==> config.mk <==
export PLATFORM = sky130hd
export DESIGN_NAME = br_resolve_flat
export DESIGN_NICKNAME = d
export VERILOG_FILES = /design/src/rtl/br_pkg.sv /design/src/rtl/br_resolve_if.sv /design/src/rtl/br_bht.sv /design/src/rtl/br_resolve.sv /design/src/flat_wrapper.sv
export SDC_FILE = /design/constraint.sdc
export NUM_CORES = 1
export LEC_CHECK = 0
export CAP_MARGIN = 40
export CORE_UTILIZATION = 38
export DETAILED_ROUTE_END_ITERATION = 10
export PLACE_DENSITY = 0.72
export SETUP_SLACK_MARGIN = 0.4
export SLEW_MARGIN = 20
export SYNTH_ARGS = -nofsm -noshare
export SYNTH_HDL_FRONTEND = slang
export SYNTH_HIERARCHICAL = 1
export SYNTH_SLANG_ARGS = --single-unit
==> constraint.sdc <==
create_clock -name clk -period 5.45 [get_ports clk]
set_input_delay 1.09 -clock clk [delete_from_list [all_inputs] [get_ports clk]]
set_output_delay 1.09 -clock clk [all_outputs]
set_load 0.02 [all_outputs]
==> src/rtl/br_pkg.sv <==
// br_pkg: shared opcodes, counter states and decode helpers for the branch resolution unit.
package br_pkg;
   localparam logic [3:0] BR_EQ   = 4'd0;
   localparam logic [3:0] BR_NE   = 4'd1;
   localparam logic [3:0] BR_LT   = 4'd2;
   localparam logic [3:0] BR_GE   = 4'd3;
   localparam logic [3:0] BR_LTU  = 4'd4;
   localparam logic [3:0] BR_GEU  = 4'd5;
   localparam logic [3:0] BR_JAL  = 4'd6;
   localparam logic [3:0] BR_JALR = 4'd7;

   typedef logic [1:0] cnt_t;
   localparam cnt_t SNT = 2'd0;
   localparam cnt_t WNT = 2'd1;
   localparam cnt_t WT  = 2'd2;
   localparam cnt_t ST  = 2'd3;
   localparam cnt_t CNT_RST = WNT;

   // codes 8-15 are NONE
   function automatic logic is_none(input logic [3:0] op);
      return op[3];
   endfunction

   function automatic logic is_cond(input logic [3:0] op);
      return op < BR_JAL;
   endfunction
endpackage

==> src/rtl/br_resolve_if.sv <==
// br_resolve_if: fetch-lookup, EX resolve and statistics signals of the branch unit.
interface br_resolve_if #(parameter int XLEN = 32, parameter int CNT_W = 32);
   logic [XLEN-1:0]  if_pc;
   logic             if_pred_taken;
   logic             ex_valid;
   logic [3:0]       ex_bruop;
   logic [XLEN-1:0]  ex_pc;
   logic [XLEN-1:0]  ex_rs1;
   logic [XLEN-1:0]  ex_rs2;
   logic [XLEN-1:0]  ex_imm;
   logic             ex_pred_taken;
   logic             redirect_valid;
   logic [XLEN-1:0]  redirect_pc;
   logic             link_we;
   logic [XLEN-1:0]  link_data;
   logic             exc_misalign;
   logic [CNT_W-1:0] stat_branches;
   logic [CNT_W-1:0] stat_mispred;

   modport master (
      output if_pc, ex_valid, ex_bruop, ex_pc, ex_rs1, ex_rs2, ex_imm, ex_pred_taken,
      input  if_pred_taken, redirect_valid, redirect_pc, link_we, link_data, exc_misalign,
             stat_branches, stat_mispred
   );
   modport slave (
      input  if_pc, ex_valid, ex_bruop, ex_pc, ex_rs1, ex_rs2, ex_imm, ex_pred_taken,
      output if_pred_taken, redirect_valid, redirect_pc, link_we, link_data, exc_misalign,
             stat_branches, stat_mispred
   );
endinterface

==> src/rtl/br_bht.sv <==
// br_bht: bimodal table of 2-bit saturating counters; read is combinational and
// sees the pre-update value when the same index is written in that cycle.
module br_bht import br_pkg::*; #(
   parameter int ENTRIES = 64,
   localparam int IW = $clog2(ENTRIES)
) (
   input  logic          clk,
   input  logic          rst_n,
   input  logic [IW-1:0] rd_idx,
   output logic          rd_taken,
   input  logic          wr_en,
   input  logic [IW-1:0] wr_idx,
   input  logic          wr_taken
);
   cnt_t cnt [ENTRIES];
   cnt_t cur;

   assign cur      = cnt[wr_idx];
   assign rd_taken = cnt[rd_idx][1];

   always_ff @(posedge clk or negedge rst_n)
      if (!rst_n)
         for (int i = 0; i < ENTRIES; i++) cnt[i] <= CNT_RST;
      else if (wr_en)
         cnt[wr_idx] <= wr_taken ? (cur == ST ? ST : cur + 2'd1) : (cur == SNT ? SNT : cur - 2'd1);
endmodule

==> src/rtl/br_resolve.sv <==
// br_resolve: resolves RV32I control transfers in EX, issues registered redirects,
// trains the BHT and keeps branch/mispredict statistics.
module br_resolve import br_pkg::*; #(
   parameter int XLEN        = 32,
   parameter int BHT_ENTRIES = 64,
   parameter int CNT_W       = 32
) (
   input logic       clk,
   input logic       rst_n,
   br_resolve_if.slave bus
);
   localparam int IW = $clog2(BHT_ENTRIES);

   logic            acc, cond, jal, jalr, eq, lt, ltu, cmp, taken, mis, redir, link;
   logic [XLEN-1:0] tgt, seq, jtgt;
   logic            unused_pc;

   // the instruction in EX during a redirect cycle is wrong-path
   always_comb begin
      acc   = bus.ex_valid && !is_none(bus.ex_bruop) && !bus.redirect_valid;
      cond  = is_cond(bus.ex_bruop);
      jal   = bus.ex_bruop == BR_JAL;
      jalr  = bus.ex_bruop == BR_JALR;
      eq    = bus.ex_rs1 == bus.ex_rs2;
      lt    = $signed(bus.ex_rs1) < $signed(bus.ex_rs2);
      ltu   = bus.ex_rs1 < bus.ex_rs2;
      cmp   = bus.ex_bruop == BR_EQ  ? eq  :
              bus.ex_bruop == BR_NE  ? !eq :
              bus.ex_bruop == BR_LT  ? lt  :
              bus.ex_bruop == BR_GE  ? !lt :
              bus.ex_bruop == BR_LTU ? ltu : !ltu;
      taken = cond ? cmp : 1'b1;
      seq   = bus.ex_pc + XLEN'(4);
      jtgt  = bus.ex_rs1 + bus.ex_imm;
      tgt   = jalr ? {jtgt[XLEN-1:1], 1'b0} : bus.ex_pc + bus.ex_imm;
      mis   = acc && taken && tgt[1];
      redir = acc && !mis && (taken != bus.ex_pred_taken || jalr);
      link  = acc && !mis && (jal || jalr);
   end

   assign unused_pc = ^{bus.if_pc[XLEN-1:IW+2], bus.if_pc[1:0]};

   br_bht #(.ENTRIES(BHT_ENTRIES)) u_bht (
      .clk     (clk),
      .rst_n   (rst_n),
      .rd_idx  (bus.if_pc[IW+1:2]),
      .rd_taken(bus.if_pred_taken),
      .wr_en   (acc && cond),
      .wr_idx  (bus.ex_pc[IW+1:2]),
      .wr_taken(cmp)
   );

   always_ff @(posedge clk or negedge rst_n)
      if (!rst_n) begin
         bus.redirect_valid <= 1'b0;
         bus.redirect_pc    <= '0;
         bus.link_we        <= 1'b0;
         bus.link_data      <= '0;
         bus.exc_misalign   <= 1'b0;
         bus.stat_branches  <= '0;
         bus.stat_mispred   <= '0;
      end else begin
         bus.redirect_valid <= redir;
         bus.link_we        <= link;
         bus.exc_misalign   <= mis;
         if (acc) begin
            bus.redirect_pc <= taken ? tgt : seq;
            bus.link_data   <= seq;
         end
         bus.stat_branches  <= bus.stat_branches + CNT_W'(acc);
         bus.stat_mispred   <= bus.stat_mispred + CNT_W'(redir);
      end
endmodule

==> src/flat_wrapper.sv <==
// flat-port wrapper written by rule: the top's interface ports become plain ports
module br_resolve_flat import br_pkg::*;
#(
   parameter int XLEN        = 32,
   parameter int BHT_ENTRIES = 64,
   parameter int CNT_W       = 32
)
  (clk, rst_n, bus_if_pc, bus_ex_valid, bus_ex_bruop, bus_ex_pc, bus_ex_rs1, bus_ex_rs2, bus_ex_imm, bus_ex_pred_taken, bus_if_pred_taken, bus_redirect_valid, bus_redirect_pc, bus_link_we, bus_link_data, bus_exc_misalign, bus_stat_branches, bus_stat_mispred);
  br_resolve_if #(.XLEN(XLEN), .CNT_W(CNT_W)) bus_i ();
  input logic clk;
  input logic rst_n;
  input wire logic [$bits(bus_i.if_pc)-1:0] bus_if_pc;
  input wire logic [$bits(bus_i.ex_valid)-1:0] bus_ex_valid;
  input wire logic [$bits(bus_i.ex_bruop)-1:0] bus_ex_bruop;
  input wire logic [$bits(bus_i.ex_pc)-1:0] bus_ex_pc;
  input wire logic [$bits(bus_i.ex_rs1)-1:0] bus_ex_rs1;
  input wire logic [$bits(bus_i.ex_rs2)-1:0] bus_ex_rs2;
  input wire logic [$bits(bus_i.ex_imm)-1:0] bus_ex_imm;
  input wire logic [$bits(bus_i.ex_pred_taken)-1:0] bus_ex_pred_taken;
  output wire logic [$bits(bus_i.if_pred_taken)-1:0] bus_if_pred_taken;
  output wire logic [$bits(bus_i.redirect_valid)-1:0] bus_redirect_valid;
  output wire logic [$bits(bus_i.redirect_pc)-1:0] bus_redirect_pc;
  output wire logic [$bits(bus_i.link_we)-1:0] bus_link_we;
  output wire logic [$bits(bus_i.link_data)-1:0] bus_link_data;
  output wire logic [$bits(bus_i.exc_misalign)-1:0] bus_exc_misalign;
  output wire logic [$bits(bus_i.stat_branches)-1:0] bus_stat_branches;
  output wire logic [$bits(bus_i.stat_mispred)-1:0] bus_stat_mispred;
  assign bus_i.if_pc = bus_if_pc;
  assign bus_i.ex_valid = bus_ex_valid;
  assign bus_i.ex_bruop = bus_ex_bruop;
  assign bus_i.ex_pc = bus_ex_pc;
  assign bus_i.ex_rs1 = bus_ex_rs1;
  assign bus_i.ex_rs2 = bus_ex_rs2;
  assign bus_i.ex_imm = bus_ex_imm;
  assign bus_i.ex_pred_taken = bus_ex_pred_taken;
  assign bus_if_pred_taken = bus_i.if_pred_taken;
  assign bus_redirect_valid = bus_i.redirect_valid;
  assign bus_redirect_pc = bus_i.redirect_pc;
  assign bus_link_we = bus_i.link_we;
  assign bus_link_data = bus_i.link_data;
  assign bus_exc_misalign = bus_i.exc_misalign;
  assign bus_stat_branches = bus_i.stat_branches;
  assign bus_stat_mispred = bus_i.stat_mispred;
  br_resolve #(.XLEN(XLEN), .BHT_ENTRIES(BHT_ENTRIES), .CNT_W(CNT_W)) u_core (.clk(clk), .rst_n(rst_n), .bus(bus_i));
endmodule
==> metrics <==
status=finished, final reports clean; H-tree levels=1; leading cell type in the layout, fill and taps excluded=nand2_1; share of cells above drive strength 1=0.127; # IOs=300; Post-DP Area=20600 um2; diode count=0; Post-Synthesis Cells=1861; crit path launch type=primary input; most numerous cell on the critical path=ha_1; CTS tree=yes; total power=0.00613 W; post-DP HPWL=41.7 mm; DRC=0; RSZ-0062 raised after global routing=yes; Leakage=9.18 nW; Die Span X=214 um; Vias=15500; actual slew at the worst max-slew pin=0.799 ns; clock latency on the worst-skew pair=0.62 ns; ys flop type=dfrtp_1; Clock transition at path regs=0.06 ns; nets@finish=2416; IO buf count=273; max-slew violations=0; maxcap violations=0; Die Ht=214 um; Area contributors post-synth=dfrtp_1 (29%), dfstp_2 (9.9%), nand2_1 (7.9%); routed wire length=55.4 mm; post-synth top area share=0.287; sequential share of the synthesized area=0.386; DIE AREA=45600 um2; Setup Crit Path Kind=in -> reg; Initial Util=0.385; Yosys reg bits=259; library cells used by synthesis=84; Max VDD drop=259 uV; Clock Skews=0.0668 ns; worst-path fanout max=4; antenna-violating nets left=0; drt wl/cell=20.1 um; vias in the first global route=15400; Synth-to-Final Area Change=27.2%; Post-synth EDFFs=0; first-pass GRT wire length=85.9 mm; Setup Buffers After CTS=0; Post-Syn Area=17000 um2; CTS max path bufs=3; Avg Cell Area, Syn=9.14 um2; initial antenna violation count=1; commonest non-fill, non-tap cells in the layout=nand2_1 (355), clkdlybuf4s50_1 (268), dfrtp_1 (195); fillers=4082; DR vias/cell=5.62; Slew HR=0.467; crit path max-delay cell type=or4_4; Rows=77; Pwr per Cell Area=283 nW/um2; clk sinks=259; total grt overflow=0; syn_nets=2129; min Tclk post-route=4.81 ns; CP arrival=5.31 ns; crit path cell chain=clkdlybuf4s50_1, inv_1, ha_1, nand4_1, or4_4, nor4_2, xor2_1, nand2_1, o211ai_4, nor2_1, a211oi_2, buf_4, ha_1, ha_1, nand2_1, nor2_1, nand3_1, nor2_2, nand4_1, xnor2_1; Core Area=44200 um2; number of DRC markers in iteration 0=1495; Total Routing Usage GR=0.242; Yosys Warn Count=6; GPL Wtd Cong=0.971; Peak Freq=0.208 GHz; ys async rst share=1.00; Final period util=0.883; WP data required=5.95 ns; CP max stage delay=0.64 ns; drt pass-1 iters=5; final hold violation count=0; cts bufs inserted=30; Hold WS=0.462 ns; fin area=21600 um2; area leader, netlist=dfrtp_1; Final setup viols=0; root buffer cell=clkbuf_16; Hold/Removal Path Class=reg -> reg; largest net degree at the start of global routing=103; crit end category=flop
[cell usage after synthesis, drive strengths merged (9+ instances only)]
cell type and n:
o211ai 9, mux2i 31, a221o 10, nor2 83, nand4 32, a21oi 78
and4 15, mux2 12, nand3 57, and2 13, xor2 58, a31oi 16
inv 60, nand2 356, dfrtp 195, ha 98, nor2b 10, clkbuf 45
a211oi 11, dfstp 64, and3 30, nand3b 13, a221oi 11, o31ai 9
o21ai 207, mux4 28, buf 35, a21o 26, nor3 24, xnor2 85
nand2b 18
[metal layers]
metal / wire [um] / up-vias / track usage / part of all wire
li1: - / 7243 / - / -
met1: 22500 / 7462 / 0.308 / 0.41
met2: 26600 / 673 / 0.411 / 0.48
met3: 4330 / 150 / 0.0420 / 0.078
met4: 1950 / 2 / 0.0872 / 0.035
met5: 13 / - / 0 / 0.00023
[power breakdown]
part / switching, W / internal, W
logic: 0.000969 / 0.000765
clock network: 0.000851 / 0.00121
registers: 0.000164 / 0.00218
total: 0.00198 / 0.00415
[layout make-up]
cell class | count | area [um2] | share of cell area
clock buffer | 45 | 877 | 0.0405
inverter | 60 | 225 | 0.0104
tap | 592 | 741 | 0.0342
timing repair buffer | 335 | 3250 | 0.150
multi-input combinational | 1462 | 9850 | 0.455
clock inverter | 11 | 136 | 0.00630
sequential | 259 | 6560 | 0.303
[flip-flops by register name, indices dropped and copies added (netlist names)]
| name | count |
|---|---|
| u_core/bus.stat_mispred | 32 |
| u_core/u_bht/cnt | 128 |
| u_core/bus.link_data | 32 |
| u_core/bus.redirect_valid | 1 |
| u_core/bus.stat_branches | 32 |
| u_core/bus.exc_misalign | 1 |
| u_core/bus.link_we | 1 |
| u_core/bus.redirect_pc | 32 |
[worst paths after layout]
kind / to / slack (ns) / depth (start not counted) / from
max in group asynchronous: u_core/u_bht/cnt[65] / 3.66 / 2 / rst_n
min reg2reg: u_core/u_bht/cnt[92] / 0.46 / 2 / u_core/u_bht/cnt[92]
max: u_core/bus.stat_mispred[30] / 0.64 / 20 / bus_ex_rs2[31]
min: u_core/u_bht/cnt[92] / 0.46 / 2 / u_core/u_bht/cnt[92]
max reg2reg: u_core/bus.stat_branches[28] / 2.33 / 11 / u_core/bus.redirect_valid
min in group asynchronous: u_core/bus.stat_branches[23] / 0.50 / 1 / rst_n
[metrics by stage]
step / instances / setup WS (ns) / util / setup TNS (ns)
finish: 2764 / 0.640 / 0.489 / 0
global route: 2764 / 0.396 / 0.489 / 0
CTS: 2763 / 0.423 / 0.488 / 0
detailed placement: 2707 / -0.147 / 0.466 / -0.713
global placement: 2699 / -0.132 / 0.464 / -0.525
floorplan: 1861 / 0.507 / - / 0
[worst max-delay path, delay by kind of cell]
family          cells  cell delay (ns)
fa+ha+maj           3             0.72
xor+xnor            2             0.31
buf+inv             3             0.68
simple gates       10             2.15
compound gates      2             0.37
[cells by family (layout without fill, tap and decap cells)]
logic type | count (synthesis) | count (layout) | share of synthesized area
buf+inv | 140 | 451 | 0.0378
flops | 259 | 259 | 0.386
xor+xnor | 143 | 143 | 0.0736
compound gates | 464 | 464 | 0.177
simple gates | 682 | 682 | 0.186
fa+ha+maj | 102 | 102 | 0.0758
mux | 71 | 71 | 0.0635
[repair_timing]
item / CTS / global route
endpoints found under the setup margin: 0 / 14
resized for setup: 0 / 5
hold buffers: 0 / 0
(Power assumes the default switching activity.)
